$ cat config.mk
export PLATFORM = sky130hd
export DESIGN_NAME = if_id_pipe_reg
export DESIGN_NICKNAME = d
export VERILOG_FILES = /design/src/rtl/if_id_pkg.sv /design/src/rtl/if_id_slot.sv /design/src/rtl/if_id_pipe_reg.sv
export SDC_FILE = /design/constraint.sdc
export NUM_CORES = 1
export LEC_CHECK = 0
export CAP_MARGIN = 10
export CORE_UTILIZATION = 46
export DETAILED_ROUTE_END_ITERATION = 16
export GPL_TIMING_DRIVEN = 0
export PLACE_DENSITY = 0.89
export SETUP_SLACK_MARGIN = 0.5
export SLEW_MARGIN = 20
export SYNTH_ARGS = -nofsm -noshare
export SYNTH_HDL_FRONTEND = slang
export SYNTH_SLANG_ARGS = --single-unit
$ cat constraint.sdc
create_clock -name clk -period 4.6 [get_ports clk]
set_clock_uncertainty 0.05 [all_clocks]
set_input_delay 0.69 -clock clk [delete_from_list [all_inputs] [get_ports clk]]
set_output_delay 0.69 -clock clk [all_outputs]
set_load 0.05 [all_outputs]
$ cat src/rtl/if_id_pkg.sv
// rtl/if_id_pkg.sv - shared constants and entry type for the IF/ID pipeline register
package if_id_pkg;

  localparam int DEF_XLEN   = 32;
  localparam int DEF_ILEN   = 32;
  localparam int DEF_META_W = 4;

  localparam logic [31:0] NOP_INSTR = 32'h0000_0013;

  localparam int META_PRED_TAKEN  = 0;
  localparam int META_FETCH_FAULT = 1;

  typedef struct packed {
    logic                  valid;
    logic [DEF_XLEN-1:0]   pc;
    logic [DEF_ILEN-1:0]   instr;
    logic [DEF_META_W-1:0] meta;
  } if_id_entry_t;

endpackage

$ cat src/rtl/if_id_slot.sv
// rtl/if_id_slot.sv - single IF/ID entry register with load, clear and sync reset
// Clear wins over load and keeps pc, so a squashed stage still shows its last PC.
module if_id_slot #(
  parameter int XLEN   = if_id_pkg::DEF_XLEN,
  parameter int ILEN   = if_id_pkg::DEF_ILEN,
  parameter int META_W = if_id_pkg::DEF_META_W,
  parameter logic [ILEN-1:0] NOP_INSTR = ILEN'(if_id_pkg::NOP_INSTR)
) (
  input  logic              clk,
  input  logic              rst_n,
  input  logic              load,
  input  logic              clear,
  input  logic [XLEN-1:0]   d_pc,
  input  logic [ILEN-1:0]   d_instr,
  input  logic [META_W-1:0] d_meta,
  output logic              valid,
  output logic [XLEN-1:0]   pc,
  output logic [ILEN-1:0]   instr,
  output logic [META_W-1:0] meta
);

  always_ff @(posedge clk) begin
    if (!rst_n) begin
      valid <= 1'b0;
      pc    <= '0;
      instr <= NOP_INSTR;
      meta  <= '0;
    end else if (clear) begin
      valid <= 1'b0;
      instr <= NOP_INSTR;
      meta  <= '0;
    end else if (load) begin
      valid <= 1'b1;
      pc    <= d_pc;
      instr <= d_instr;
      meta  <= d_meta;
    end
  end

endmodule

$ cat src/rtl/if_id_pipe_reg.sv
// rtl/if_id_pipe_reg.sv - IF/ID pipeline register with stall, flush and stall counter
// Define IF_ID_SKID_EN to add the skid slot and register in_ready.
module if_id_pipe_reg #(
  parameter int XLEN   = if_id_pkg::DEF_XLEN,
  parameter int ILEN   = if_id_pkg::DEF_ILEN,
  parameter int META_W = if_id_pkg::DEF_META_W,
  parameter logic [ILEN-1:0] NOP_INSTR = ILEN'(if_id_pkg::NOP_INSTR)
) (
  input  logic              clk,
  input  logic              rst_n,
  input  logic              in_valid,
  output logic              in_ready,
  input  logic [XLEN-1:0]   in_pc,
  input  logic [ILEN-1:0]   in_instr,
  input  logic [META_W-1:0] in_meta,
  output logic              out_valid,
  input  logic              out_ready,
  output logic [XLEN-1:0]   out_pc,
  output logic [ILEN-1:0]   out_instr,
  output logic [META_W-1:0] out_meta,
  input  logic              flush,
  output logic [1:0]        occupancy,
  output logic [31:0]       stall_cnt
);

  logic              accept;
  logic              m_drain;
  logic              m_load;
  logic              m_clear;
  logic              m_valid;
  logic [XLEN-1:0]   m_d_pc;
  logic [ILEN-1:0]   m_d_instr;
  logic [META_W-1:0] m_d_meta;
  logic [31:0]       stall_cnt_q;

  assign accept  = in_valid & in_ready;
  assign m_drain = m_valid & out_ready;

`ifdef IF_ID_SKID_EN
  logic              s_valid;
  logic              s_load;
  logic              s_clear;
  logic              m_free;
  logic [XLEN-1:0]   s_pc;
  logic [ILEN-1:0]   s_instr;
  logic [META_W-1:0] s_meta;

  // in_ready depends only on the S flop, never on out_ready
  assign in_ready = !s_valid | !rst_n;
  assign m_free   = !m_valid | out_ready;

  assign m_load  = !flush & (s_valid ? m_drain : (accept & m_free));
  assign m_clear = flush | (m_drain & !m_load);
  assign s_load  = !flush & accept & (s_valid ? m_drain : !m_free);
  assign s_clear = flush | (s_valid & m_drain & !s_load);

  assign m_d_pc    = s_valid ? s_pc    : in_pc;
  assign m_d_instr = s_valid ? s_instr : in_instr;
  assign m_d_meta  = s_valid ? s_meta  : in_meta;

  if_id_slot #(
    .XLEN(XLEN), .ILEN(ILEN), .META_W(META_W), .NOP_INSTR(NOP_INSTR)
  ) u_skid (
    .clk(clk), .rst_n(rst_n), .load(s_load), .clear(s_clear),
    .d_pc(in_pc), .d_instr(in_instr), .d_meta(in_meta),
    .valid(s_valid), .pc(s_pc), .instr(s_instr), .meta(s_meta)
  );

  assign occupancy = {1'b0, m_valid} + {1'b0, s_valid};
`else
  assign in_ready  = !m_valid | out_ready | !rst_n;
  assign m_load    = accept & !flush;
  assign m_clear   = flush | (m_drain & !accept);
  assign m_d_pc    = in_pc;
  assign m_d_instr = in_instr;
  assign m_d_meta  = in_meta;
  assign occupancy = {1'b0, m_valid};
`endif

  if_id_slot #(
    .XLEN(XLEN), .ILEN(ILEN), .META_W(META_W), .NOP_INSTR(NOP_INSTR)
  ) u_main (
    .clk(clk), .rst_n(rst_n), .load(m_load), .clear(m_clear),
    .d_pc(m_d_pc), .d_instr(m_d_instr), .d_meta(m_d_meta),
    .valid(m_valid), .pc(out_pc), .instr(out_instr), .meta(out_meta)
  );

  assign out_valid = m_valid;

  always_ff @(posedge clk) begin
    if (!rst_n) begin
      stall_cnt_q <= '0;
    end else if (m_valid && !out_ready && (stall_cnt_q != 32'hFFFF_FFFF)) begin
      stall_cnt_q <= stall_cnt_q + 32'd1;
    end
  end

  assign stall_cnt = stall_cnt_q;

endmodule

After elaboration in Yosys (flattened, before gate mapping)
Index checks and enable logic that the tools add are counted.
Widths: inputs -> output; s select.
- flip-flop bits (word level): 101
- output and inout bits: 104
- word-level logic and storage cells: 25
- reductions and logical operators: 9
- add/subtract/negate cells: 1
- eq/ne operators: 1
- bitwise logic cells: 9
- operators by type and width (kind ; count):
    $add 32x1->32 const B ; 1
    $ne 32x32->1 const B ; 1
    $logic_not 1->1 ; 5
    $and 1x1->1 ; 4
    $or 1x1->1 ; 3
    $logic_and 1x1->1 ; 2
    $not 1->1 ; 2
    $reduce_and 2->1 ; 1
    $reduce_or 2->1 ; 1

Logic depth before layout (Yosys ltp)
Gate-level depths: netlist of run 1.
- word-level depth: 9
- mapped depth: 8

Hierarchy
A second synthesis of run 1 with hierarchy kept.
- cell total of the unflattened synthesis: 477
- area total of the unflattened synthesis: 4443.0 µm²
- by module, submodules not included (module ; seq. area each (µm²) ; area an instance (µm²) ; cells each ; times used):
    if_id_slot ; 1381.3 ; 2680.1 ; 260 ; 1
    if_id_pipe_reg ; 640.6 ; 1762.9 ; 217 ; 1

Least setup slack after synthesis of run 1
No wires, ideal clock.
- path type: flip-flop to flip-flop
- start: reg stall_cnt_q[20], in the netlist stall_cnt[20]
- end: reg stall_cnt_q[0], in the netlist stall_cnt[0]
- arrival time: 2501 ps
- data required time: 4421 ps
- path buffers: 3
- period minus slack after synthesis: 2680 ps
- stages on the path, launching flop included: 9
- path slack: 1920 ps
- cell sequence: dfxtp_1 > nand4_2 > or4_4 > buf_6 > o41ai_4 > buf_6 > buf_12 > xor2_2 > nor2_1
- word-level cells in the longest chain between the ends: 2
- ends and longest elaborated chain (what ; RTL line ; source):
    start, declared ; if_id_pipe_reg.sv:34 ; logic [31:0] stall_cnt_q;
    start signal, assigned ; if_id_pipe_reg.sv:94 ; stall_cnt_q <= stall_cnt_q + 32'd1;
    $ne 32x32->1 ; if_id_pipe_reg.sv:93 ; end else if (m_valid && !out_ready && (stall_cnt_q != 32'hFFFF_FFFF)) begin
    $logic_and 1x1->1 ; if_id_pipe_reg.sv:93 ;
Every way passes these cells.
A chain may end at the register's enable or synchronous reset.

Worst setup path after layout of run 1
- start: in out_ready
- end: out in_ready
- word-level cells in the longest chain between the ends: 2
- ends and longest elaborated chain (what ; RTL line ; source):
    start, declared ; if_id_pipe_reg.sv:17 ; input logic out_ready,
    $or 1x1->1 (2 in a row) ; if_id_pipe_reg.sv:71 ; assign in_ready = !m_valid | out_ready | !rst_n;
    end, declared ; if_id_pipe_reg.sv:12 ; output logic in_ready,
Every way passes these cells.

==> flow_summary.yaml, run 1 <==
run_status:
  outcome: "finished clean"
finish:
  final_common_cell: "clkdlybuf4s50_1"
  final_core_util_pct: 71.4
  syn_to_final_growth_pct: 50.8
  mostFrequentLayoutCells: "clkdlybuf4s50_1, nand2_1, dfxtp_1"
  drive_gt1_share_pct: 5.76
  diodes: 0
  nNetsFinal: 763
  final-instance-count-excl-fill: 802
power:
  cellPowerDensity_nw_per_um2: 282
  vdd_drop_max_uv: 175
  leakagePower_nw: 2.09
timing:
  worst_pin_slew_ps: 753
  fin_crit_sh_pct: 75.3
  fmax_ghz: 0.289
  finalSetupTns_ps: 0
  drv_slew: 0
  holdWs_ps: 410
  finalSetupViolations: 0
  relSlewSlack_pct: 49.7
  period_needed_ps: 3460
  rsz0062_at_grt: "false"
  hold_viol: 0
synthesis:
  synth_xor_area_share_pct: 2.09
  synth_warnings: 0
  synth.area.mux_share_pct: 0
  syn_inst: 503
  synth_edf_count: 0
  synth_cell_type_count: 44
  synth_nets: 577
  async_flop_share_pct: 0
  ys.flop_type: "dfxtp_1"
  synth_compound_area_share_pct: 16.9
  synth-simple-area-share_pct: 26.9
  synth_adder_area_share_pct: 0.303
  synthesis.area_um2: 4130
  synth_top_family_by_area: "simple AND/OR/NAND/NOR gates"
  synth.avg_cell_area_um2: 8.21
  synth-seq-cells: 101
  seq_area_frac_synth_pct: 49.0
setup_path:
  cp-start-kind: "input port"
  worst_path_largest_cell_delay_ps: 770
  crit_chain: "clkdlybuf4s50_1 > nor2b_1 > nand2_1 > clkdlybuf4s50_1"
  critPathArrivalTime_ps: 2720
  endpoint_kind: "primary output"
  crit_fanout: 6
  crit_required_ps: 3860
  cp_common_cell: "clkdlybuf4s50_1"
  slowest_stage: "clkdlybuf4s50_1"
  critPathKind: "in2out"
global_routing:
  grt_max_degree: 18
  antenna_found_initial: 0
  overflow: 0
  grt_pass1_wl_mm: 20.0
  grt_pass1_vias: 4269
  track_usage_pct: 26.0
place:
  gp_congestion: 0.857
  dp_hpwl_mm: 9.16
  port_buffers: 175
  placedCellCount: 786
clock_tree:
  numCtsBuffers: 9
  cts_buffer_depth: 2
  clkLatencyLatePin_ps: 360
  cts_tree: "built"
  hold_buffers: 0
  post_cts_buffers: 0
  cts.htree.levels: 3
  root_buffer: "clkbuf_8"
  post_cts_resize_count: 0
  clkSlewWorstSetupHoldPaths_ps: 100
  clock_sinks: 101
drt:
  first_pass_iters: 7
  route.detailed.drc: 0
  antenna_left: 0
  first_iter_violations: 158
  wl_per_cell_um: 15.4
  num_vias: 4316
  routed_wl_mm: 12.4
  vias_per_cell: 5.38
hold_path:
  hp-class: "reg2reg"
run:
  drv_cap: 0
floorplanning:
  pin_count: 177
  fp.coreArea_um2: 8720
  dieWidth_um: 96.7
  die_h_um: 96.7
  die-area_um2: 9360
  start_util_pct: 47.3
  rows: 34
## worst paths after layout
kind	start	to	slack, ps	cells after the start
worst max-delay path	out_ready	in_ready	1140	4
worst min-delay path	u_main.instr[11]$_SDFFE_PP0P_	u_main.instr[11]$_SDFFE_PP0P_	410	2
worst max register to register	u_main.valid$_SDFFE_PP0P_	u_main.instr[25]$_SDFFE_PP0P_	1900	7
worst min register to register	u_main.instr[11]$_SDFFE_PP0P_	u_main.instr[11]$_SDFFE_PP0P_	410	2
## sequential cells by signal, summed over array words and instances (netlist names)
register and cells:
u_main.pc 32, stall_cnt 32, u_main.instr 32, u_main.valid 1, u_main.meta 4
## routing by layer
layer  GRT usage [%]  wire, µm  vias up  share of wire [%]
met3            8.02      1020       21                8.2
li1                -         -     2107                  -
met5               0         0        -                  0
met1            30.4      4980     2018                 40
met4            9.87       253        0                2.0
met2            44.5      6120      170                 49
## area by class of cell
class	instances	area [µm²]
Timing Repair Buffer	175	1750
Multi-Input combinational cell	361	1910
Sequential cell	101	2020
Fill cell	657	2500
Clock inverter	6	71.3
Tap cell	108	135
Buffer	34	170
Inverter	7	26.3
Clock buffer	10	138
## stage by stage
step / setup WS, ps / total power [W] / area (µm²)
finish: 1140 / 0.00176 / 6220
global route: 1080 / 0.00181 / 6220
CTS: 1180 / 0.00176 / 6220
detailed placement: 1320 / 0.00119 / 6020
global placement: 1370 / 0.00118 / 6020
floorplan: 1920 / 0.00106 / 4130
## cells in the mapped netlist, types with 2 or more instances
library cell | n | area, µm²
o21a_1 | 3 | 22.5
or4_1 | 10 | 75.1
o21ai_2 | 4 | 35.0
and2_1 | 2 | 12.5
o21ai_0 | 5 | 25.0
a21oi_2 | 5 | 43.8
inv_1 | 7 | 26.3
xor2_1 | 5 | 43.8
a21oi_1 | 75 | 375
or3_1 | 9 | 56.3
nand3b_1 | 3 | 22.5
nor3_1 | 2 | 10.0
nand4_1 | 8 | 50.1
nor2_1 | 15 | 56.3
and3_1 | 3 | 18.8
nand4_2 | 2 | 25.0
o31ai_1 | 7 | 52.6
xnor2_1 | 3 | 26.3
clkbuf_1 | 23 | 86.3
buf_4 | 2 | 15.0
buf_6 | 2 | 22.5
dfxtp_1 | 101 | 2020
and4_1 | 3 | 26.3
nand3_1 | 17 | 85.1
nor4_1 | 12 | 75.1
nand2_1 | 147 | 552
o31a_1 | 3 | 26.3
buf_1 | 3 | 11.3
buf_2 | 3 | 15.0
o2111ai_1 | 3 | 26.3
o211ai_1 | 3 | 22.5
## power breakdown
part           internal, W  total (W)  switching (W)  leakage [nW]
logic             0.000109   0.000260       0.000151          1.17
clock network     0.000271   0.000592       0.000321        0.0991
registers         0.000895   0.000905      0.0000109         0.819
total              0.00127    0.00176       0.000483          2.09
## critical path: cells and delay by family
kind	cells	cell delay, ps
simple gates	2	830
buf+inv	2	1200
## logic make-up after synthesis
| group | count (synthesis) |
|---|---|
| simple gates | 237 |
| compound gates | 113 |
| flops | 101 |
| buf+inv | 41 |
| xor+xnor | 9 |
| fa+ha+maj | 1 |
| other cells | 1 |
No activity file was read; power rests on OpenSTA's default activity.
==> inputs of run 2 (changes only) <==
CORE_UTILIZATION = 42   (was 46)
PLACE_DENSITY = 0.83   (was 0.89)
clock period = 3.2 ns   (was 4.6 ns; I/O delays follow)
==> run 2 against run 1 <==
Compared with the run above:
- largest cell class unchanged
- wire length increased by 0.81%
- final cell count increased by 2.9%
- clock-buffer cell count unchanged
- sequential share of layout area decreased by 0.24 points
- non-clock buffer count increased by 2
- design area increased by 0.74%
- critical path type is now reg2reg
==> flow_summary.yaml, run 2 (synthesis gave the netlist of run 1 again) <==
setup_path:
  crit_fanout: 10
  worst_path_largest_cell_delay_ps: 570
  critPathKind: "reg2reg"
  reg2reg_depth: 7
  crit_chain: "nand4_2 > or4_4 > buf_6 > nor4_4 > buf_2 > nor4_1 > o21a_1"
  critPathArrivalTime_ps: 2820
  endpoint_kind: "flop"
  crit_required_ps: 3410
  slowest_stage: "or4_4"
  cp-start-kind: "flop"
place:
  dp_hpwl_mm: 9.31
  gp_congestion: 0.866
  port_buffers: 175
  post_dp_cell_area_um2: 6040
  placedCellCount: 807
drt:
  wl_per_cell_um: 15.1
  num_vias: 4332
  first_iter_violations: 155
  antenna_left: 0
  vias_per_cell: 5.25
  routed_wl_mm: 12.5
  first_pass_iters: 4
  route.detailed.drc: 0
clock_tree:
  cts_buffer_depth: 2
  cts.htree.levels: 3
  clkLatencyLatePin_ps: 360
  clkSlewWorstSetupHoldPaths_ps: 100
  clock_sinks: 101
  numCtsBuffers: 9
  cts_tree: "built"
  hold_buffers: 0
  root_buffer: "clkbuf_8"
floorplanning:
  rows: 35
  die_h_um: 101
  pin_count: 177
  die-area_um2: 10200
  fp.coreArea_um2: 9370
  dieWidth_um: 101
  start_util_pct: 44.1
run_status:
  outcome: "finished clean"
global_routing:
  overflow: 0
  grt_util_met3_pct: 7.04
  track_usage_pct: 24.9
  grt_max_degree: 18
  grt_pass1_wl_mm: 20.0
  use_met1_pct: 29.9
  grt_pass1_vias: 4242
  grt-busiest-layer: "met2"
  antenna_found_initial: 0
  grtUsageMet2_pct: 41.9
timing:
  drv_slew: 0
  hold_viol: 0
  relSlewSlack_pct: 55.0
  finalSetupViolations: 0
  rsz0062_at_grt: "false"
  fmax_ghz: 0.383
  finalSetupTns_ps: 0
  worst_pin_slew_ps: 669
  fin_crit_sh_pct: 81.6
  period_needed_ps: 2610
  holdWs_ps: 407
finish:
  final_common_cell: "clkdlybuf4s50_1"
  drive_gt1_share_pct: 6.18
  final_area_um2: 6270
  final-instance-count-excl-fill: 825
  fillers: 797
  multi_input_area_um2: 1910
  mostFrequentLayoutCells: "clkdlybuf4s50_1, nand2_1, dfxtp_1"
  nNetsFinal: 765
  seq_area_um2: 2020
  syn_to_final_growth_pct: 51.9
  diodes: 0
hold_path:
  min_path_cells: 2
  hp-class: "reg2reg"
power:
  leakagePower_nw: 2.10
  vdd_drop_max_uv: 283
  cellPowerDensity_nw_per_um2: 402
run:
  drv_cap: 0
-- run 2: worst max-delay path, delay by kind of cell, from the launching register on --
family | cells | cell delay (ps)
buffers and inverters | 2 | 480
AOI/OAI and AO/OA | 1 | 170
and+or+nand+nor | 4 | 1320
DFF | 1 | 490
-- run 2: final timing paths --
kind / start / to / slack, ps
max: stall_cnt[20]$_SDFFE_PN0P_ / stall_cnt[7]$_SDFFE_PN0P_ / 590
min reg2reg: u_main.pc[8]$_SDFFE_PN0P_ / u_main.pc[8]$_SDFFE_PN0P_ / 410
min: u_main.pc[8]$_SDFFE_PN0P_ / u_main.pc[8]$_SDFFE_PN0P_ / 410
max reg2reg: stall_cnt[20]$_SDFFE_PN0P_ / stall_cnt[7]$_SDFFE_PN0P_ / 590
-- run 2: routing by layer --
layer | share of wire [%] | vias to the layer above | wire length [µm]
li1 | - | 2113 | -
met1 | 41 | 2042 | 5130
met2 | 49 | 160 | 6160
met3 | 7.5 | 17 | 939
met4 | 1.9 | 0 | 238
met5 | 0 | - | 0
-- run 2: power by group --
part | switching (W) | internal, W
Sequential | 0.0000162 | 0.00129
Combinational | 0.000216 | 0.000157
Clock | 0.000459 | 0.000389
Total | 0.000691 | 0.00183
-- run 2: per-stage QoR --
step | utilization [%] | total power (W) | setup slack, ps
3_5_place_dp | 64.5 | 0.00170 | 220
4_1_cts | 66.7 | 0.00254 | 528
5_1_grt | 66.9 | 0.00263 | 459
6_report | 66.9 | 0.00252 | 590
3_3_place_gp | 64.5 | 0.00170 | 278
2_1_floorplan | - | 0.00152 | 520
-- run 2: final cells by class --
| class | instances | share of cell area [%] |
|---|---|---|
| Tap cell | 129 | 2.57 |
| Clock inverter | 6 | 1.14 |
| Inverter | 7 | 0.419 |
| Clock buffer | 10 | 2.19 |
| Sequential cell | 101 | 32.2 |
| Timing Repair Buffer | 177 | 28.2 |
| Multi-Input combinational cell | 361 | 30.5 |
| Buffer | 34 | 2.71 |
-- run 2: timing repair --
| action | CTS | global route |
|---|---|---|
| pin swaps | 0 | 1 |
| resized for setup | 1 | 1 |
| setup buffers | 0 | 2 |
| gates cloned | 0 | 0 |
| endpoints found under the setup margin | 1 | 11 |
